<file path="config.mk">
export PLATFORM = sky130hd
export DESIGN_NAME = spi_tx_master
export DESIGN_NICKNAME = d
export VERILOG_FILES = /design/src/rtl/spi_tx_master.sv
export SDC_FILE = /design/constraint.sdc
export NUM_CORES = 1
export LEC_CHECK = 0
export ABC_CLOCK_PERIOD_IN_PS = 1800
export CAP_MARGIN = 20
export CELL_PAD_IN_SITES_DETAIL_PLACEMENT = 1
export CELL_PAD_IN_SITES_GLOBAL_PLACEMENT = 1
export CORE_MARGIN = 4
export CORE_UTILIZATION = 39
export DETAILED_ROUTE_END_ITERATION = 8
export PLACE_DENSITY = 0.8
export SYNTH_ARGS = -nofsm -noshare
export SYNTH_HDL_FRONTEND = slang
export SYNTH_SLANG_ARGS = --single-unit
</file>
<file path="constraint.sdc">
create_clock -name sclk -period 1.8 [get_ports sclk]
set_input_delay 0.36 -clock sclk [delete_from_list [all_inputs] [get_ports sclk]]
set_output_delay 0.36 -clock sclk [all_outputs]
set_load 0.05 [all_outputs]
</file>
<file path="src/rtl/spi_tx_master.sv">
// spi_tx_master
// SPI transmit master. It pops words from a first-word-fall-through FIFO and
// serialises each one onto mosi inside a cs-low frame. The design generates
// spi_clk from sclk. Word width, SPI mode, bit order, clock divider and
// inter-frame gap are all set by parameters.
//
// Ports
//   sclk        in   system clock; all state updates on its rising edge
//   reset_n     in   asynchronous active-low reset
//   enable      in   allows new frames to start (a frame in flight always completes)
//   data_in     in   FIFO head word, valid while fifo_empty is low
//   fifo_empty  in   FIFO empty flag
//   fifo_pop    out  one-cycle pulse consuming the head word, coincident with cs falling
//   spi_clk     out  serial clock, idles at CPOL
//   mosi        out  serial data, 0 outside frames
//   cs          out  chip select, active low
//   busy        out  high in every state except IDLE
//   frame_done  out  one-cycle pulse coincident with cs rising
module spi_tx_master #(
    parameter int DATA_W     = 9,
    parameter int CLK_DIV    = 2,
    parameter int GAP_CYCLES = 64,
    parameter bit CPOL       = 1'b0,
    parameter bit CPHA       = 1'b0,
    parameter bit MSB_FIRST  = 1'b1
) (
    input  logic              sclk,
    input  logic              reset_n,
    input  logic              enable,
    input  logic [DATA_W-1:0] data_in,
    input  logic              fifo_empty,
    output logic              fifo_pop,
    output logic              spi_clk,
    output logic              mosi,
    output logic              cs,
    output logic              busy,
    output logic              frame_done
);

    localparam int EDGES  = 2 * DATA_W;
    localparam int EDGE_W = $clog2(EDGES + 1);
    localparam int DIV_W  = $clog2(CLK_DIV + 1);
    localparam int GAP_W  = $clog2(GAP_CYCLES + 1);

    localparam logic [DIV_W-1:0]  DIV_LAST  = DIV_W'(CLK_DIV - 1);
    localparam logic [GAP_W-1:0]  GAP_LAST  = GAP_W'(GAP_CYCLES - 1);
    localparam logic [EDGE_W-1:0] EDGE_LAST = EDGE_W'(EDGES);

    typedef enum logic [2:0] {IDLE, LEAD, SHIFT, TRAIL, GAP} state_t;

    state_t              state_q, state_d;
    logic [DIV_W-1:0]    div_cnt_q, div_cnt_d;
    logic [GAP_W-1:0]    gap_cnt_q, gap_cnt_d;
    logic [EDGE_W-1:0]   edge_cnt_q, edge_cnt_d;
    logic [DATA_W-1:0]   shift_q, shift_d;
    logic                spi_clk_q, spi_clk_d;
    logic                mosi_q, mosi_d;
    logic                cs_q, cs_d;
    logic                fifo_pop_q, fifo_pop_d;
    logic                busy_q, busy_d;
    logic                frame_done_q, frame_done_d;

    logic                half_tick;
    logic [EDGE_W-1:0]   edge_num;
    logic                drive_bit;

    // Bit that goes on the wire next, and the register after it has been sent.
    function automatic logic head_bit(input logic [DATA_W-1:0] w);
        return MSB_FIRST ? w[DATA_W-1] : w[0];
    endfunction

    function automatic logic [DATA_W-1:0] advance(input logic [DATA_W-1:0] w);
        return MSB_FIRST ? {w[DATA_W-2:0], 1'b0} : {1'b0, w[DATA_W-1:1]};
    endfunction

    always_comb begin
        // NOTE: every signal assigned here gets a default first, so no path can leave one unassigned and infer a latch.
        state_d      = state_q;
        div_cnt_d    = div_cnt_q;
        gap_cnt_d    = gap_cnt_q;
        edge_cnt_d   = edge_cnt_q;
        shift_d      = shift_q;
        spi_clk_d    = spi_clk_q;
        mosi_d       = mosi_q;
        cs_d         = cs_q;
        fifo_pop_d   = 1'b0;
        frame_done_d = 1'b0;
        drive_bit    = 1'b0;

        half_tick = (div_cnt_q == DIV_LAST);
        // 1-based number of the spi_clk toggle taken at this half_tick.
        edge_num  = edge_cnt_q + 1'b1;

        case (state_q)
            IDLE: begin
                if (enable && !fifo_empty) begin
                    state_d    = LEAD;
                    cs_d       = 1'b0;
                    fifo_pop_d = 1'b1;
                    div_cnt_d  = '0;
                    edge_cnt_d = '0;
                    if (!CPHA) begin
                        // Mode with leading-edge sampling: first bit must be on the wire before any edge.
                        mosi_d  = head_bit(data_in);
                        shift_d = advance(data_in);
                    end else begin
                        shift_d = data_in;
                    end
                end
            end

            LEAD: begin
                if (half_tick) begin
                    div_cnt_d = '0;
                    state_d   = SHIFT;
                end else begin
                    div_cnt_d = div_cnt_q + 1'b1;
                end
            end

            SHIFT: begin
                if (half_tick) begin
                    div_cnt_d  = '0;
                    spi_clk_d  = ~spi_clk_q;
                    edge_cnt_d = edge_num;
                    // Odd toggles are leading edges, even toggles trailing edges.
                    if (CPHA) begin
                        drive_bit = edge_num[0];
                    end else begin
                        drive_bit = !edge_num[0] && (edge_num != EDGE_LAST);
                    end
                    if (drive_bit) begin
                        mosi_d  = head_bit(shift_q);
                        shift_d = advance(shift_q);
                    end
                    if (edge_num == EDGE_LAST) begin
                        state_d = TRAIL;
                    end
                end else begin
                    div_cnt_d = div_cnt_q + 1'b1;
                end
            end

            TRAIL: begin
                if (half_tick) begin
                    div_cnt_d    = '0;
                    cs_d         = 1'b1;
                    mosi_d       = 1'b0;
                    frame_done_d = 1'b1;
                    gap_cnt_d    = '0;
                    state_d      = GAP;
                end else begin
                    div_cnt_d = div_cnt_q + 1'b1;
                end
            end

            GAP: begin
                if (gap_cnt_q == GAP_LAST) begin
                    state_d = IDLE;
                end else begin
                    gap_cnt_d = gap_cnt_q + 1'b1;
                end
            end

            default: state_d = IDLE;
        endcase

        busy_d = (state_d != IDLE);
    end

    always_ff @(posedge sclk or negedge reset_n) begin
        if (!reset_n) begin
            state_q      <= IDLE;
            div_cnt_q    <= '0;
            gap_cnt_q    <= '0;
            edge_cnt_q   <= '0;
            shift_q      <= '0;
            spi_clk_q    <= CPOL;
            mosi_q       <= 1'b0;
            cs_q         <= 1'b1;
            fifo_pop_q   <= 1'b0;
            busy_q       <= 1'b0;
            frame_done_q <= 1'b0;
        end else begin
            // NOTE: non-blocking assignments so every flop samples the pre-edge values computed above.
            state_q      <= state_d;
            div_cnt_q    <= div_cnt_d;
            gap_cnt_q    <= gap_cnt_d;
            edge_cnt_q   <= edge_cnt_d;
            shift_q      <= shift_d;
            spi_clk_q    <= spi_clk_d;
            mosi_q       <= mosi_d;
            cs_q         <= cs_d;
            fifo_pop_q   <= fifo_pop_d;
            busy_q       <= busy_d;
            frame_done_q <= frame_done_d;
        end
    end

    assign spi_clk    = spi_clk_q;
    assign mosi       = mosi_q;
    assign cs         = cs_q;
    assign fifo_pop   = fifo_pop_q;
    assign busy       = busy_q;
    assign frame_done = frame_done_q;

endmodule

</file>
==> tab_implementation.tex <==
\begin{tabular}{lr}
\hline
Metric & Value \\
\hline
\multicolumn{2}{l}{\textbf{Timing}} \\
Minimum hold slack & 0.4667 ns \\
Top achievable clock speed & between 500 and 600 MHz \\
Period utilisation layout & between 90\% and 100\% \\
Slew HR & between 70\% and 80\% \\
Endpoints failing hold & 0 \\
Pins over their slew limit & 0 \\
Minimum period implied by the final worst setup slack & between 1.5 and 2 ns \\
Tightest Pin Transition & $\sim$0.42 ns \\
Fin worst setup slack & $\sim$0.079 ns \\
Clock tree skew after final layout & 0.004428 ns \\
Total Negative Setup Slacks & 0 ns \\
Final setup viols & 0 \\
RSZ-0062 raised after global routing & yes \\
\multicolumn{2}{l}{\textbf{Setup path}} \\
Levels on crit path & 5 \\
Master of the slowest instance on the critical path & sky130\_fd\_sc\_hd\_\_dfrtp\_2 \\
Arrival time of data at the critical path endpoint & around 1.9 ns \\
Worst path max stage delay & around 0.45 ns \\
Cell depth of the worst flop-to-flop path & 5 \\
Critical R2R Capture & shift\_q[8]\$\_DFFE\_PN0P\_ \\
Worst Path Class, Setup & reg2reg \\
Critical path launch point type & flop \\
Crit path launch & state\_q[0]\$\_DFF\_PN0\_ \\
Crit path max fanout & 11 \\
WP buf/inv & 1 \\
Worst r2r src & state\_q[0]\$\_DFF\_PN0\_ \\
Critical path, cell by cell & nor3b\_2, buf\_6, mux2\_2, a221oi\_1, nand3\_1 \\
Worst R2R Setup Slack & between 0.07 and 0.08 ns \\
CP Data Required Time & 1.97 ns \\
Critical path destination & shift\_q[8]\$\_DFFE\_PN0P\_ \\
Category of cells accounting for the largest share of critical-path delay & flip-flops \\
Critical Path Sink Type & flop \\
\multicolumn{2}{l}{\textbf{Synthesis}} \\
Mean Syn Cell Area & between 9 and 10 um\^{}2 \\
Number of flops mapped to enable cells by yosys & 0 \\
Synthesis Warnings & 0 \\
Sequential cell area fraction in the yosys report & a little over two fifths \\
Async set-or-reset flop fraction in the synthesized netlist & 100.0\% \\
Flops \& latches, synth & 31 \\
Dominant register cell in the synthesized netlist & sky130\_fd\_sc\_hd\_\_dfrtp\_1 \\
Post-Synthesis Cell Area & 0.001809 mm\^{}2 \\
Post-Syn Instances & roughly 180 \\
Number of distinct library cell variants in the gate-level netlist after synthesis & 48 \\
Synthesized Nets & between 150 and 200 \\
\multicolumn{2}{l}{\textbf{Global route}} \\
Vias in the first global route & 1,781 \\
All-layer global routing usage & 18.07\% \\
Number of antenna violations at the first check in global routing & 0 \\
Overall overflow remaining after global route & 0 \\
Wire length of the first global-routing pass & around 8700 um \\
Largest net degree at the start of global routing & 32 \\
\multicolumn{2}{l}{\textbf{Cells and area}} \\
Share of cells above drive strength 1 & 27.85\% \\
Cell area after layout & 0.002349 mm\^{}2 \\
Layout Nets & around 230 \\
Number of diodes & 0 \\
Area added between synthesis and finish & 29.81\% \\
Number of cells in the finished layout apart from fillers & around 270 \\
\multicolumn{2}{l}{\textbf{CTS}} \\
CTS tree & done \\
H-Tree Depth & 2 \\
Number of clock sinks & 31 \\
Clock root cell & sky130\_fd\_sc\_hd\_\_clkbuf\_8 \\
Total clock buffers created by CTS & 5 \\
Skew-Pair Late Insertion Delay & a little under 0.3 ns \\
Hold-fix buffers at CTS & 0 \\
Clock slew at the register clock pins of the worst setup and hold paths & about 0.07 ns \\
Buffers from clock root to sink, at most & 2 \\
\multicolumn{2}{l}{\textbf{Placement}} \\
Routability-driven placement congestion ratio & 0.8240 \\
Total cell area at the placement stage & between 0.002 and 0.0025 mm\^{}2 \\
Detail Placement HPWL & between 3000 and 4000 um \\
Worst slack at placement & -0.1735 ns \\
Port Buffer Count & 18 \\
Number of cells after detailed placement & 260 \\
\multicolumn{2}{l}{\textbf{Routing}} \\
Detailed-route wire length & 5079 um \\
Post-detailed-route DRC marker count & 0 \\
Detailed router's first-iteration violation count & 94 \\
Average vias per placed instance & between 6 and 7 \\
Average wire per cell in the routed design & around 19 um \\
Drt pass-1 iters & 4 \\
Vias post-DR & 1,644 \\
Antenna-violating nets left & 0 \\
\multicolumn{2}{l}{\textbf{Power and ir drop}} \\
VDD IR-drop max & between 0.2 and 0.3 mV \\
Part of the power in combinational logic & roughly 4.2\% \\
Ratio of total power to cell area & between 600 and 700 mW/mm\^{}2 \\
Clock power share & 48.8\% \\
Part of the total power dissipated in sequential elements & between 40\% and 50\% \\
Net switching power figure & between 0.3 and 0.4 mW \\
Cell-internal power & roughly 1.2 mW \\
Static leakage power & 1.040 nW \\
Switching part of the total power & 20.41\% \\
\multicolumn{2}{l}{\textbf{Floorplan}} \\
Die span in x & roughly 76 um \\
I/O pin cnt & 19 \\
Die Footprint & a little under 0.006 mm\^{}2 \\
Starting Density & between 40\% and 50\% \\
Core area & between 0.004 and 0.005 mm\^{}2 \\
Total number of placement rows & 24 \\
Die span in y & between 70 and 80 um \\
\multicolumn{2}{l}{\textbf{Min path}} \\
Class of the most critical hold timing path & in2async \\
\multicolumn{2}{l}{\textbf{Run}} \\
Number of max-cap violations & 0 \\
\multicolumn{2}{l}{\textbf{Run status}} \\
Status & finished clean \\
\hline
\end{tabular}
==> repair_timing <==
item	in CTS	in global routing
buffers inserted	0	3
endpoints found under the hold margin	0	0
setup endpoints to repair	5	10
gates resized for setup	2	11
pin swaps	0	7
==> metal layers <==
layer / global-route usage (%) / share of wire (%)
met4: 8.042 / 1.7
met1: 24.50 / 46
met5: 0 / 0
met3: 3.901 / 3.4
met2: 27.57 / 49
==> cells in the mapped netlist (2+ instances only) <==
library cell / count / area, um^2
sky130_fd_sc_hd__or4_1: 4 / 30.03
sky130_fd_sc_hd__nor2_1: 6 / 22.52
sky130_fd_sc_hd__ha_1: 3 / 37.54
sky130_fd_sc_hd__nor3b_1: 2 / 15.01
sky130_fd_sc_hd__nand3_1: 13 / 65.06
sky130_fd_sc_hd__o21ai_0: 4 / 20.02
sky130_fd_sc_hd__xnor2_1: 3 / 26.28
sky130_fd_sc_hd__mux2_2: 7 / 78.83
sky130_fd_sc_hd__a21oi_1: 8 / 40.04
sky130_fd_sc_hd__nor2b_1: 4 / 25.02
sky130_fd_sc_hd__dfrtp_1: 30 / 750.7
sky130_fd_sc_hd__nor3_1: 2 / 10.01
sky130_fd_sc_hd__a21o_1: 3 / 22.52
sky130_fd_sc_hd__inv_1: 8 / 30.03
sky130_fd_sc_hd__o2111ai_1: 2 / 17.52
sky130_fd_sc_hd__and3_1: 8 / 50.05
sky130_fd_sc_hd__nand2_1: 9 / 33.78
sky130_fd_sc_hd__o2bb2ai_1: 2 / 17.52
sky130_fd_sc_hd__buf_2: 6 / 30.03
sky130_fd_sc_hd__clkbuf_1: 6 / 22.52
sky130_fd_sc_hd__nand4_1: 7 / 43.79
sky130_fd_sc_hd__mux2i_1: 2 / 20.02
sky130_fd_sc_hd__o211ai_1: 8 / 60.06
sky130_fd_sc_hd__o31ai_1: 4 / 30.03
sky130_fd_sc_hd__a221oi_1: 8 / 70.07
==> power by group through the flow <==
| stage | sequential [mW] | clock (mW) | combinational [mW] |
|---|---|---|---|
| 6_report | 0.697 | 0.724 | 0.0619 |
| 2_1_floorplan | 0.710 | 0 | 0.0121 |
| 3_5_place_dp | 0.710 | 0 | 0.0621 |
| 5_1_grt | 0.696 | 0.770 | 0.0684 |
| 4_1_cts | 0.696 | 0.745 | 0.0626 |
| 3_3_place_gp | 0.710 | 0 | 0.0606 |
==> state kept, by name, summed over array words and instances (netlist names) <==
signal	count
busy	1
cs	1
div_cnt_q	2
edge_cnt_q	5
fifo_pop	1
frame_done	1
gap_cnt_q	7
mosi	1
shift_q	8
spi_clk	1
state_q	3
==> cell families after synthesis <==
family / after synthesis / share of synthesized area, %
adders and majority gates: 3 / 2.075
buffers and inverters: 20 / 4.564
and+or+nand+nor: 63 / 19.85
DFF: 31 / 42.95
muxes: 9 / 5.464
xor gates and xnor gates: 4 / 1.937
AOI/OAI and AO/OA: 52 / 23.17
==> layout make-up <==
type,count,area (um^2)
clock inverters,2,35.03
flip-flops and latches,31,779.5
fillers,487,2066
inverters,8,30.03
clock buffers,6,82.58
well taps,52,65.06
multi-input cells,131,1002
repair buffers,41,354.1
==> worst register-to-register path: cells and delay by family, from the launching register on <==
kind	cells	cell delay (ns)
muxes	1	0.37
buffers and inverters	1	0.18
DFF	1	0.45
AOI/OAI and AO/OA	1	0.28
and+or+nand+nor	2	0.31
==> cells in the final DEF, fill, tap and decap left out, types with 2 or more instances in the layout <==
| master | n |
|---|---|
| sky130_fd_sc_hd__nor3b_1 | 2 |
| sky130_fd_sc_hd__mux2_2 | 7 |
| sky130_fd_sc_hd__a21o_1 | 3 |
| sky130_fd_sc_hd__and3_1 | 8 |
| sky130_fd_sc_hd__a221oi_1 | 4 |
| sky130_fd_sc_hd__dfrtp_1 | 28 |
| sky130_fd_sc_hd__xnor2_1 | 3 |
| sky130_fd_sc_hd__nand2_2 | 2 |
| sky130_fd_sc_hd__a221oi_2 | 4 |
| sky130_fd_sc_hd__mux2i_1 | 2 |
| sky130_fd_sc_hd__o31ai_1 | 4 |
| sky130_fd_sc_hd__nand4_1 | 7 |
| sky130_fd_sc_hd__buf_4 | 27 |
| sky130_fd_sc_hd__nor2_1 | 6 |
| sky130_fd_sc_hd__o2bb2ai_1 | 2 |
| sky130_fd_sc_hd__or4_1 | 4 |
| sky130_fd_sc_hd__clkbuf_8 | 6 |
| sky130_fd_sc_hd__o21ai_0 | 4 |
| sky130_fd_sc_hd__o211ai_1 | 8 |
| sky130_fd_sc_hd__ha_4 | 2 |
| sky130_fd_sc_hd__nor2b_1 | 4 |
| sky130_fd_sc_hd__inv_1 | 7 |
| sky130_fd_sc_hd__a21oi_1 | 8 |
| sky130_fd_sc_hd__nand2_1 | 8 |
| sky130_fd_sc_hd__o2111ai_1 | 2 |
| sky130_fd_sc_hd__dfrtp_2 | 2 |
| sky130_fd_sc_hd__clkdlybuf4s50_1 | 12 |
| sky130_fd_sc_hd__nor3_1 | 2 |
| sky130_fd_sc_hd__nand3_1 | 13 |
==> how the worst min path moves through the flow <==
stage	end	slack, ns	cells after the start
after floorplan	busy$_DFF_PN0_	0.06	0
after global placement	spi_clk$_DFFE_PN0P_	0.47	1
after detailed placement	spi_clk$_DFFE_PN0P_	0.47	1
after CTS	spi_clk$_DFFE_PN0P_	0.48	1
after global routing	spi_clk$_DFFE_PN0P_	0.50	1
final	edge_cnt_q[4]$_DFFE_PN0P_	0.47	2
==> per-stage QoR <==
step	power [mW]	utilization, %
3_3_place_gp	0.7702	48.70
5_1_grt	1.534	53.20
6_report	1.482	53.20
4_1_cts	1.504	51.45
3_5_place_dp	0.7717	48.70
2_1_floorplan	0.7219	-
Power figures use the tool's default switching activity.
